[config.mk]
export PLATFORM = sky130hd
export DESIGN_NAME = seven_seg_frame_streamer
export DESIGN_NICKNAME = d
export VERILOG_FILES = /design/src/rtl/seven_seg_frame_streamer.sv
export SDC_FILE = /design/constraint.sdc
export NUM_CORES = 1
export LEC_CHECK = 0
export CAP_MARGIN = 15
export CORE_MARGIN = 2
export CORE_UTILIZATION = 46
export DETAILED_ROUTE_END_ITERATION = 8
export GPL_TIMING_DRIVEN = 0
export PLACE_DENSITY = 0.72
export SETUP_SLACK_MARGIN = 0.05
export SLEW_MARGIN = 40
export SYNTH_ARGS = -nofsm -noshare
export SYNTH_HDL_FRONTEND = slang
export SYNTH_SLANG_ARGS = --single-unit
export TNS_END_PERCENT = 20
[constraint.sdc]
create_clock -name clk_in -period 4.6 [get_ports clk_in]
set_input_delay 0.69 -clock clk_in [delete_from_list [all_inputs] [get_ports clk_in]]
set_output_delay 0.69 -clock clk_in [all_outputs]
set_load 0.005 [all_outputs]
[src/rtl/seven_seg_frame_streamer.sv]
// seven_seg_frame_streamer
//
// Purpose:
//   Renders a row of NUM_DIGITS seven-segment digits into one complete
//   SSD1306 page-ordered frame (PAGES x COLUMNS bytes). For every column it
//   addresses an external combinational 21x32 glyph decoder with the digit's
//   segments, the column within the glyph and the current page. It then
//   registers the returned pixel byte into a valid/ready byte stream that
//   feeds the display transport.
//
// Ports:
//   clk_in          clock
//   reset_in        synchronous, active-high reset
//   start_in        frame request, only looked at while idle
//   segments_in     {g..a} per digit, digit d = [7d+6:7d], latched on start
//   seg_out         segments of the digit being addressed (to decoder)
//   index_x_out     column inside the glyph, 0..20 (to decoder)
//   index_y_out     current page (to decoder)
//   pixels_in       decoder result for seg_out/index_x_out/index_y_out
//   data_out        column byte, bit0 = top row of the page
//   data_valid_out  data_out is valid
//   data_ready_in   transport takes the byte when valid && ready
//   page_start_out  data_out is column 0 of a page
//   busy_out        a frame is being streamed
//   done_out        one-cycle pulse after the last byte is accepted

module seven_seg_frame_streamer #(
    parameter int NUM_DIGITS = 5,
    parameter int GAP_COLS   = 3,
    parameter int LEFT_PAD   = 5,
    parameter int COLUMNS    = 128,
    parameter int PAGES      = 4
) (
    input  logic                    clk_in,
    input  logic                    reset_in,
    input  logic                    start_in,
    input  logic [7*NUM_DIGITS-1:0] segments_in,
    output logic [6:0]              seg_out,
    output logic [4:0]              index_x_out,
    output logic [1:0]              index_y_out,
    input  logic [7:0]              pixels_in,
    output logic [7:0]              data_out,
    output logic                    data_valid_out,
    input  logic                    data_ready_in,
    output logic                    page_start_out,
    output logic                    busy_out,
    output logic                    done_out
);

    localparam int GLYPH_W = 21;
    localparam int PITCH   = GLYPH_W + GAP_COLS;
    localparam int CW      = (COLUMNS > 1) ? $clog2(COLUMNS) : 1;
    localparam int XW      = $clog2(PITCH);
    localparam int DW      = $clog2(NUM_DIGITS + 1);

    if (LEFT_PAD + GLYPH_W*NUM_DIGITS + GAP_COLS*(NUM_DIGITS-1) > COLUMNS) begin : g_bad_geometry
        $error("seven_seg_frame_streamer: digits do not fit in COLUMNS");
    end

    typedef enum logic [1:0] {
        IDLE,
        STREAM,
        DONE
    } state_t;

    state_t                  state_q, state_d;
    logic [CW-1:0]           col_q, col_d;
    logic [1:0]              page_q, page_d;
    logic [XW-1:0]           x_q, x_d;
    logic [DW-1:0]           digit_q, digit_d;
    logic [7*NUM_DIGITS-1:0] latch_q, latch_d;
    logic [7:0]              data_q, data_d;
    logic                    valid_q, valid_d;
    logic                    page_start_q, page_start_d;
    logic                    last_q, last_d;

    logic [7*NUM_DIGITS-1:0] seg_src;
    logic [6:0]              sel_seg;
    logic                    in_pad;
    logic                    in_digit;
    logic                    last_col;
    logic                    last_page;
    logic                    load;

    // While idle the first byte is produced on the same edge that accepts
    // start, so the decoder has to see the incoming segments rather than the
    // (not yet written) latch.
    always_comb begin
        seg_src   = (state_q == IDLE) ? segments_in : latch_q;
        in_pad    = (col_q < CW'(LEFT_PAD));
        in_digit  = !in_pad && (digit_q < DW'(NUM_DIGITS)) && (x_q < XW'(GLYPH_W));
        last_col  = (col_q == CW'(COLUMNS - 1));
        last_page = (page_q == 2'(PAGES - 1));
    end

    // Digit select without a variable part-select on an out-of-range index.
    always_comb begin
        sel_seg = '0;
        for (int i = 0; i < NUM_DIGITS; i++) begin
            if (digit_q == DW'(i)) begin
                sel_seg = seg_src[7*i +: 7];
            end
        end
    end

    // Outside a glyph the decoder address is parked at zero.
    always_comb begin
        seg_out     = in_digit ? sel_seg : 7'd0;
        index_x_out = in_digit ? 5'(x_q) : 5'd0;
        index_y_out = page_q;
    end

    // Next-state logic. Column/digit counters only move when a byte is
    // loaded into the output register. x counts through glyph plus gap and
    // then bumps the digit counter, which saturates at NUM_DIGITS so the
    // trailing blank columns never alias onto a digit.
    always_comb begin
        state_d      = state_q;
        col_d        = col_q;
        page_d       = page_q;
        x_d          = x_q;
        digit_d      = digit_q;
        latch_d      = latch_q;
        data_d       = data_q;
        valid_d      = valid_q;
        page_start_d = page_start_q;
        last_d       = last_q;
        load         = 1'b0;

        case (state_q)
            IDLE: begin
                if (start_in) begin
                    latch_d = segments_in;
                    state_d = STREAM;
                    load    = 1'b1;
                end
            end
            STREAM: begin
                if (!valid_q || data_ready_in) begin
                    if (last_q) begin
                        valid_d = 1'b0;
                        last_d  = 1'b0;
                        state_d = DONE;
                    end else begin
                        load = 1'b1;
                    end
                end
            end
            DONE: begin
                state_d = IDLE;
                col_d   = '0;
                page_d  = '0;
                x_d     = '0;
                digit_d = '0;
            end
            default: begin
                state_d = IDLE;
            end
        endcase

        if (load) begin
            data_d       = in_digit ? pixels_in : 8'd0;
            valid_d      = 1'b1;
            page_start_d = (col_q == '0);
            last_d       = last_col && last_page;
            if (last_col) begin
                col_d   = '0;
                page_d  = page_q + 2'd1;
                x_d     = '0;
                digit_d = '0;
            end else begin
                col_d = col_q + CW'(1);
                if (!in_pad) begin
                    if (x_q == XW'(PITCH - 1)) begin
                        x_d = '0;
                        if (digit_q != DW'(NUM_DIGITS)) begin
                            digit_d = digit_q + DW'(1);
                        end
                    end else begin
                        x_d = x_q + XW'(1);
                    end
                end
            end
        end
    end

    always_ff @(posedge clk_in) begin
        if (reset_in) begin
            state_q      <= IDLE;
            col_q        <= '0;
            page_q       <= '0;
            x_q          <= '0;
            digit_q      <= '0;
            latch_q      <= '0;
            data_q       <= '0;
            valid_q      <= 1'b0;
            page_start_q <= 1'b0;
            last_q       <= 1'b0;
        end else begin
            state_q      <= state_d;
            col_q        <= col_d;
            page_q       <= page_d;
            x_q          <= x_d;
            digit_q      <= digit_d;
            latch_q      <= latch_d;
            data_q       <= data_d;
            valid_q      <= valid_d;
            page_start_q <= page_start_d;
            last_q       <= last_d;
        end
    end

    always_comb begin
        data_out       = data_q;
        data_valid_out = valid_q;
        page_start_out = page_start_q;
        busy_out       = (state_q == STREAM);
        done_out       = (state_q == DONE);
    end

endmodule

==> impl_metrics.py, run 1 <==
metrics = {
    "clock_tree": {
        "insertion_delay_ns": 0.34,
        "cts_hold_buffers": 0,
        "cts.repair.resized": 0,
        "post_cts_buffers": 0,
        "cts_made_buffers": 9,
        "root_buffer": "clkbuf_8",
        "cts.path.max_buffers": 2,
        "clk_pin_slew_worst_paths_ns": 0.06,
        "cts_tree": "yes",
        "cts_max_level": 3,
        "cts_sinks": 65,
    },
    "setup_path": {
        "rrSetupSlack_ns": 2.62,
        "cp.depth": 7,
        "path_cells": "nor2_4, buf_4, mux2i_1, o221ai_1, a221oi_1, nor2_1, clkdlybuf4s50_1",
        "r2r_cells": 6,
        "rr_endpoint": "index_y_out[0]",
        "crit_buf_inv": 2,
        "crit-reg2reg-launch": "col_q[0]",
        "worstSetupEndpoint": "seg_out[2]",
        "crit_start": "state_q[0]",
        "slowest_delay_ns": 0.45,
        "critPathSlowestCell": "clkdlybuf4s50_1",
        "critPathKind": "reg -> out",
        "path_max_fanout": 10,
        "worst_setup_path_start_kind": "register",
        "cp_data_required_time_ns": 3.91,
        "cp-end-kind": "output port",
        "cp.arrival_ns": 2.74,
        "cp_top_family": "buffers and inverters",
    },
    "sta": {
        "worst_pin_slew_ns": 0.639,
        "hold_violations": 0,
        "relSlewSlack": 0.574,
        "fin_tns_setup_ns": 0,
        "setup_slack_ns": 1.17,
        "hold_ws_ns": 0.454,
        "grt_setup_unrepaired": "false",
        "setup_viol": 0,
        "period_share": 0.745,
        "timing.final.crit_period_ns": 3.43,
        "skew_ns": 0.00791,
        "finalMaxSlewViolations": 0,
        "max_freq_mhz": 292,
    },
    "pwr": {
        "ir_worst_vdd_uv": 240,
        "leakage_nw": 1.73,
        "power_mw": 1.33,
        "powerDensity_mw_per_mm2": 293,
    },
    "yosys": {
        "synth_edf_count": 0,
        "ys_warn_count": 0,
        "synth.distinct_cells": 49,
        "synth-seq-cells": 65,
        "ys.flop_type": "dfxtp_1",
        "synth_cells": 469,
        "async_flop_share": 0,
        "ys_seq_area_frac": 0.373,
        "netlist_area_mm2": 0.00349,
        "syn_area_per_cell_um2": 7.44,
        "synth_nets": 525,
    },
    "min_path": {
        "hp-class": "reg -> reg",
    },
    "routing": {
        "wl_um": 9680,
        "wl_per_cell_um": 14.8,
        "vias": 3576,
        "drc": 0,
        "viasPerCell": 5.45,
        "initialDrtViolationCount": 215,
        "dr.pass1.iters": 5,
        "antenna_left": 0,
    },
    "run": {
        "drv_cap": 0,
    },
    "finish": {
        "final_area_mm2": 0.00452,
        "diodes": 0,
        "mostFrequentLayoutCells": "155 x nand2_1, 72 x clkdlybuf4s50_1, 65 x dfxtp_1",
        "post-route-util": 0.620,
        "syn2layout_area_growth_pct": 29.6,
        "fillers": 714,
        "final_common_cell": "nand2_1",
        "layoutNonFillerInstCount": 656,
        "drive_above_1_share": 0.0790,
        "num-nets-final": 608,
    },
    "grt": {
        "grtUsageMet2": 0.385,
        "grtUsageMet1": 0.298,
        "grt_usage": 0.232,
        "grt.busiest_layer": "met2",
        "grt_pass1_wl_um": 15600,
        "antenna_found_initial": 0,
        "grt_max_degree": 11,
        "overflow": 0,
        "first_global_vias": 3251,
        "grtUsageMet3": 0.0639,
    },
    "floorplanning": {
        "core.rowCount": 31,
        "start_util": 0.479,
        "die_y_um": 91.1,
        "core-area_mm2": 0.00729,
        "die_area_mm2": 0.00830,
        "die_w_um": 91.1,
        "ioPinCount": 73,
    },
    "placement": {
        "placed_area_mm2": 0.00433,
        "port_buffers": 72,
        "place_ws_ns": 1.40,
        "dpl.cell_count": 640,
        "hpwlAfterDp_um": 7080,
        "place_congestion": 0.881,
    },
    "status": {
        "status": "finished, final reports clean",
    },
}
[worst min path at each step]
stage	from	end	depth (start not counted)
finish	data_out[0]	data_out[0]	2
global route	latch_q[3]	latch_q[3]	2
CTS	latch_q[5]	latch_q[5]	2
detailed placement	latch_q[27]	latch_q[27]	2
global placement	data_out[7]	data_out[7]	2
floorplan	latch_q[0]	latch_q[0]	2
[final cells by class]
type,count,area [um2],share of cell area
inverter,8,30.0,0.00664
buffer,30,155,0.0343
timing repair buffer,72,721,0.159
sequential,65,1300,0.288
multi-input combinational,366,2000,0.443
clock buffer,13,149,0.0329
clock inverter,3,40.0,0.00885
tap,99,124,0.0274
[routing by layer]
metal / part of all wire / vias up / wire (um)
met5: 0 / - / 0
li1: - / 1794 / -
met1: 0.45 / 1660 / 4370
met2: 0.48 / 112 / 4650
met4: 0.012 / 0 / 112
met3: 0.057 / 10 / 549
[Yosys cell counts, drive strengths merged, types with 2 or more instances]
library cell,instances,area share
nand2,156,0.17
dfxtp,65,0.37
a21oi,60,0.087
nand3,27,0.040
buf,18,0.032
nor2,17,0.020
mux2i,16,0.046
a31oi,13,0.028
clkbuf,12,0.013
ha,9,0.032
and2,8,0.014
inv,8,0.0086
a221oi,7,0.018
o221ai,7,0.018
o21ai,6,0.0086
and3,3,0.0054
nand2b,3,0.0054
nor2b,3,0.0054
nor3,3,0.0057
nor4,3,0.011
or2,3,0.0054
a311oi,2,0.0086
a32oi,2,0.0050
nand3b,2,0.0043
nand4b,2,0.0050
o22ai,2,0.0036
or3,2,0.0036
[worst reg2reg max path: cells and delay by family (launching register included)]
kind / cells / cell delay [ns]
AND/OR/NAND/NOR: 4 / 0.90
flip-flops: 1 / 0.43
multiplexers: 1 / 0.37
adder cells (fa/ha/maj): 1 / 0.22
[cells by family (layout without fill, tap and decap cells)]
group | count (synthesis) | count (layout) | synth area share
multiplexers | 17 | 17 | 0.0491
buffers and inverters | 38 | 126 | 0.0531
adder cells (fa/ha/maj) | 9 | 9 | 0.0323
AO/OA/AOI/OAI | 106 | 106 | 0.192
AND/OR/NAND/NOR | 234 | 234 | 0.300
flip-flops | 65 | 65 | 0.373
[sequential cells by signal (all words and copies together) (netlist names)]
signal          count
state_q             2
x_q                 5
index_y_out         2
data_valid_out      1
digit_q             3
last_q              1
col_q               7
data_out            8
latch_q            35
page_start_out      1
[power by group]
part | leakage (nW) | internal [mW] | switching (mW) | total, mW
Combinational | 1.10 | 0.111 | 0.129 | 0.240
Clock | 0.0974 | 0.264 | 0.215 | 0.479
Sequential | 0.531 | 0.590 | 0.0188 | 0.608
Note: power is estimated with default switching activity, not from simulation.
==> run 2: changes to the inputs <==
--- a/config.mk
+++ b/config.mk
@@ -10,7 +10,7 @@
 export CORE_UTILIZATION = 46
 export DETAILED_ROUTE_END_ITERATION = 8
 export GPL_TIMING_DRIVEN = 0
-export PLACE_DENSITY = 0.72
+export PLACE_DENSITY = 0.75
 export SETUP_SLACK_MARGIN = 0.05
 export SLEW_MARGIN = 40
 export SYNTH_ARGS = -nofsm -noshare
==> constraint.sdc (replaced) <==
create_clock -name clk_in -period 3 [get_ports clk_in]
set_input_delay 0.45 -clock clk_in [delete_from_list [all_inputs] [get_ports clk_in]]
set_output_delay 0.45 -clock clk_in [all_outputs]
set_load 0.005 [all_outputs]
==> run 2 against run 1 <==
Compared with the run above: design area rose by 2.8%; clock skew is essentially flat; largest cell class unchanged; count of clock-buffer cells in the layout shrank 4; sequential share of layout area fell by 0.77 points; critical path depth increased by 1; cell count up 0.76%; non-clock buffer count rose by 5.
==> impl_metrics.py, run 2 (synthesized netlist as in run 1, its figures left out) <==
metrics = {
    "setup_path": {
        "rrSetupSlack_ns": 1.00,
        "rr_endpoint": "index_y_out[0]",
        "path_max_fanout": 6,
        "cp-end-kind": "output port",
        "r2r_cells": 6,
        "critPathSlowestCell": "clkdlybuf4s50_1",
        "slowest_delay_ns": 0.51,
        "critPathKind": "reg -> out",
        "worst_setup_path_start_kind": "register",
        "crit-reg2reg-launch": "col_q[0]",
        "cp_data_required_time_ns": 2.55,
        "path_cells": "inv_1, ha_1, nand3b_1, buf_4, o221ai_1, a221oi_2, nor2_1, clkdlybuf4s50_1",
        "cp.arrival_ns": 2.48,
    },
    "routing": {
        "wl_per_cell_um": 15.0,
        "viasPerCell": 5.59,
        "drc": 0,
        "initialDrtViolationCount": 228,
        "dr.pass1.iters": 5,
        "antenna_left": 0,
        "wl_um": 9910,
        "vias": 3695,
    },
    "sta": {
        "timing.final.crit_period_ns": 2.93,
        "relSlewSlack": 0.575,
        "finalMaxSlewViolations": 0,
        "fin_tns_setup_ns": 0,
        "period_share": 0.976,
        "hold_violations": 0,
        "skew_ns": 0.00742,
        "worst_pin_slew_ns": 0.637,
        "max_freq_mhz": 342,
        "grt_setup_unrepaired": "true",
        "setup_viol": 0,
    },
    "placement": {
        "place_congestion": 0.880,
        "hpwlAfterDp_um": 7010,
        "port_buffers": 72,
        "placed_area_mm2": 0.00433,
    },
    "clock_tree": {
        "insertion_delay_ns": 0.35,
        "cts_tree": "yes",
        "cts_max_level": 3,
        "cts_made_buffers": 9,
        "clk_pin_slew_worst_paths_ns": 0.08,
        "cts_sinks": 65,
        "root_buffer": "clkbuf_8",
        "cts.path.max_buffers": 2,
    },
    "grt": {
        "grt_max_degree": 13,
        "grt_usage": 0.233,
        "grt_pass1_wl_um": 15700,
        "first_global_vias": 3354,
        "antenna_found_initial": 0,
        "overflow": 0,
    },
    "min_path": {
        "hp-class": "reg -> reg",
        "min_to": "data_out[2]",
        "hold_depth": 2,
        "hold_path_startpoint": "data_out[2]",
    },
    "finish": {
        "diodes": 0,
        "largest_reg_flops": 35,
        "mostFrequentLayoutCells": "154 x nand2_1, 72 x clkdlybuf4s50_1, 64 x dfxtp_1",
        "fillers": 659,
        "multi_input_area_mm2": 0.00203,
        "top_register": "latch_q",
        "final_common_cell": "nand2_1",
        "regArea_mm2": 0.00130,
        "drive_above_1_share": 0.110,
        "final_area_mm2": 0.00465,
        "syn2layout_area_growth_pct": 33.3,
        "num-nets-final": 613,
    },
    "floorplanning": {
        "die_w_um": 91.1,
        "die_area_mm2": 0.00830,
        "die_y_um": 91.1,
        "start_util": 0.479,
        "core.rowCount": 31,
        "core-area_mm2": 0.00729,
        "ioPinCount": 73,
    },
    "pwr": {
        "powerDensity_mw_per_mm2": 480,
        "leakage_nw": 1.79,
        "ir_worst_vdd_uv": 230,
    },
    "status": {
        "status": "finished, final reports clean",
    },
    "run": {
        "drv_cap": 0,
    },
}
[run 2: cell count changes in the layout (fill, tap and decap cells not counted), moves of 3 or more]
cell      previous run  this run
clkbuf_1            15         8
a221oi_1             7         4
a221oi_2             0         3
buf_4                3         6
[run 2: critical path: cells and delay by family (launching register included)]
kind / cells / cell delay, ns
buf+inv: 3 / 0.77
simple gates: 2 / 0.30
compound gates: 2 / 0.46
fa+ha+maj: 1 / 0.21
flops: 1 / 0.39
[run 2: timing repair]
item / 4_1_cts / 5_1_grt
resized for setup: 3 / 14
buffers inserted: 5 / 0
pin swaps: 1 / 0
setup endpoints to repair: 7 / 12
hold buffers: 0 / 0
[run 2: stage by stage]
stage | hold slack (ns) | worst slack, ns | total power [mW] | util | std cells
final | 0.453 | 0.0726 | 2.23 | 0.638 | 661
after global routing | 0.470 | 0.0147 | 2.30 | 0.638 | 661
after CTS | 0.457 | 0.0345 | 2.23 | 0.634 | 661
after detailed placement | 0.447 | 0.187 | 1.32 | 0.594 | 640
after global placement | 0.439 | 0.193 | 1.31 | 0.594 | 640
after floorplan | 0.436 | 1.06 | 1.16 | - | 469
[run 2: worst max path at each step]
| stage | from | endpoint | depth (start not counted) |
|---|---|---|---|
| 5_1_grt | state_q[1] | seg_out[5] | 7 |
| 2_1_floorplan | state_q[0] | seg_out[0] | 6 |
| 3_5_place_dp | state_q[0] | seg_out[2] | 7 |
| 6_report | digit_q[1] | seg_out[2] | 8 |
| 3_3_place_gp | state_q[0] | seg_out[2] | 7 |
| 4_1_cts | state_q[0] | seg_out[5] | 7 |
[run 2: per-layer routing]
layer  track usage  vias up  share of wire
met1         0.294     1738           0.43
met2         0.387      137           0.48
met4         0.114        0          0.026
met3        0.0357       19          0.065
li1              -     1801              -
met5             0        -              0
[run 2: report_power, final]
part           internal, mW  switching, mW  total, mW  leakage [nW]
registers             0.904         0.0282      0.932         0.531
clock network         0.551          0.366      0.917         0.115
logic                 0.177          0.205      0.381          1.15
[run 2: final cells by class]
class	instances	share of cell area
plain buffers	30	0.0352
flip-flops and latches	65	0.280
repair buffers	77	0.164
well taps	99	0.0266
inverters	8	0.00646
clock inverters	7	0.0256
multi-input cells	366	0.436
clock buffers	9	0.0266
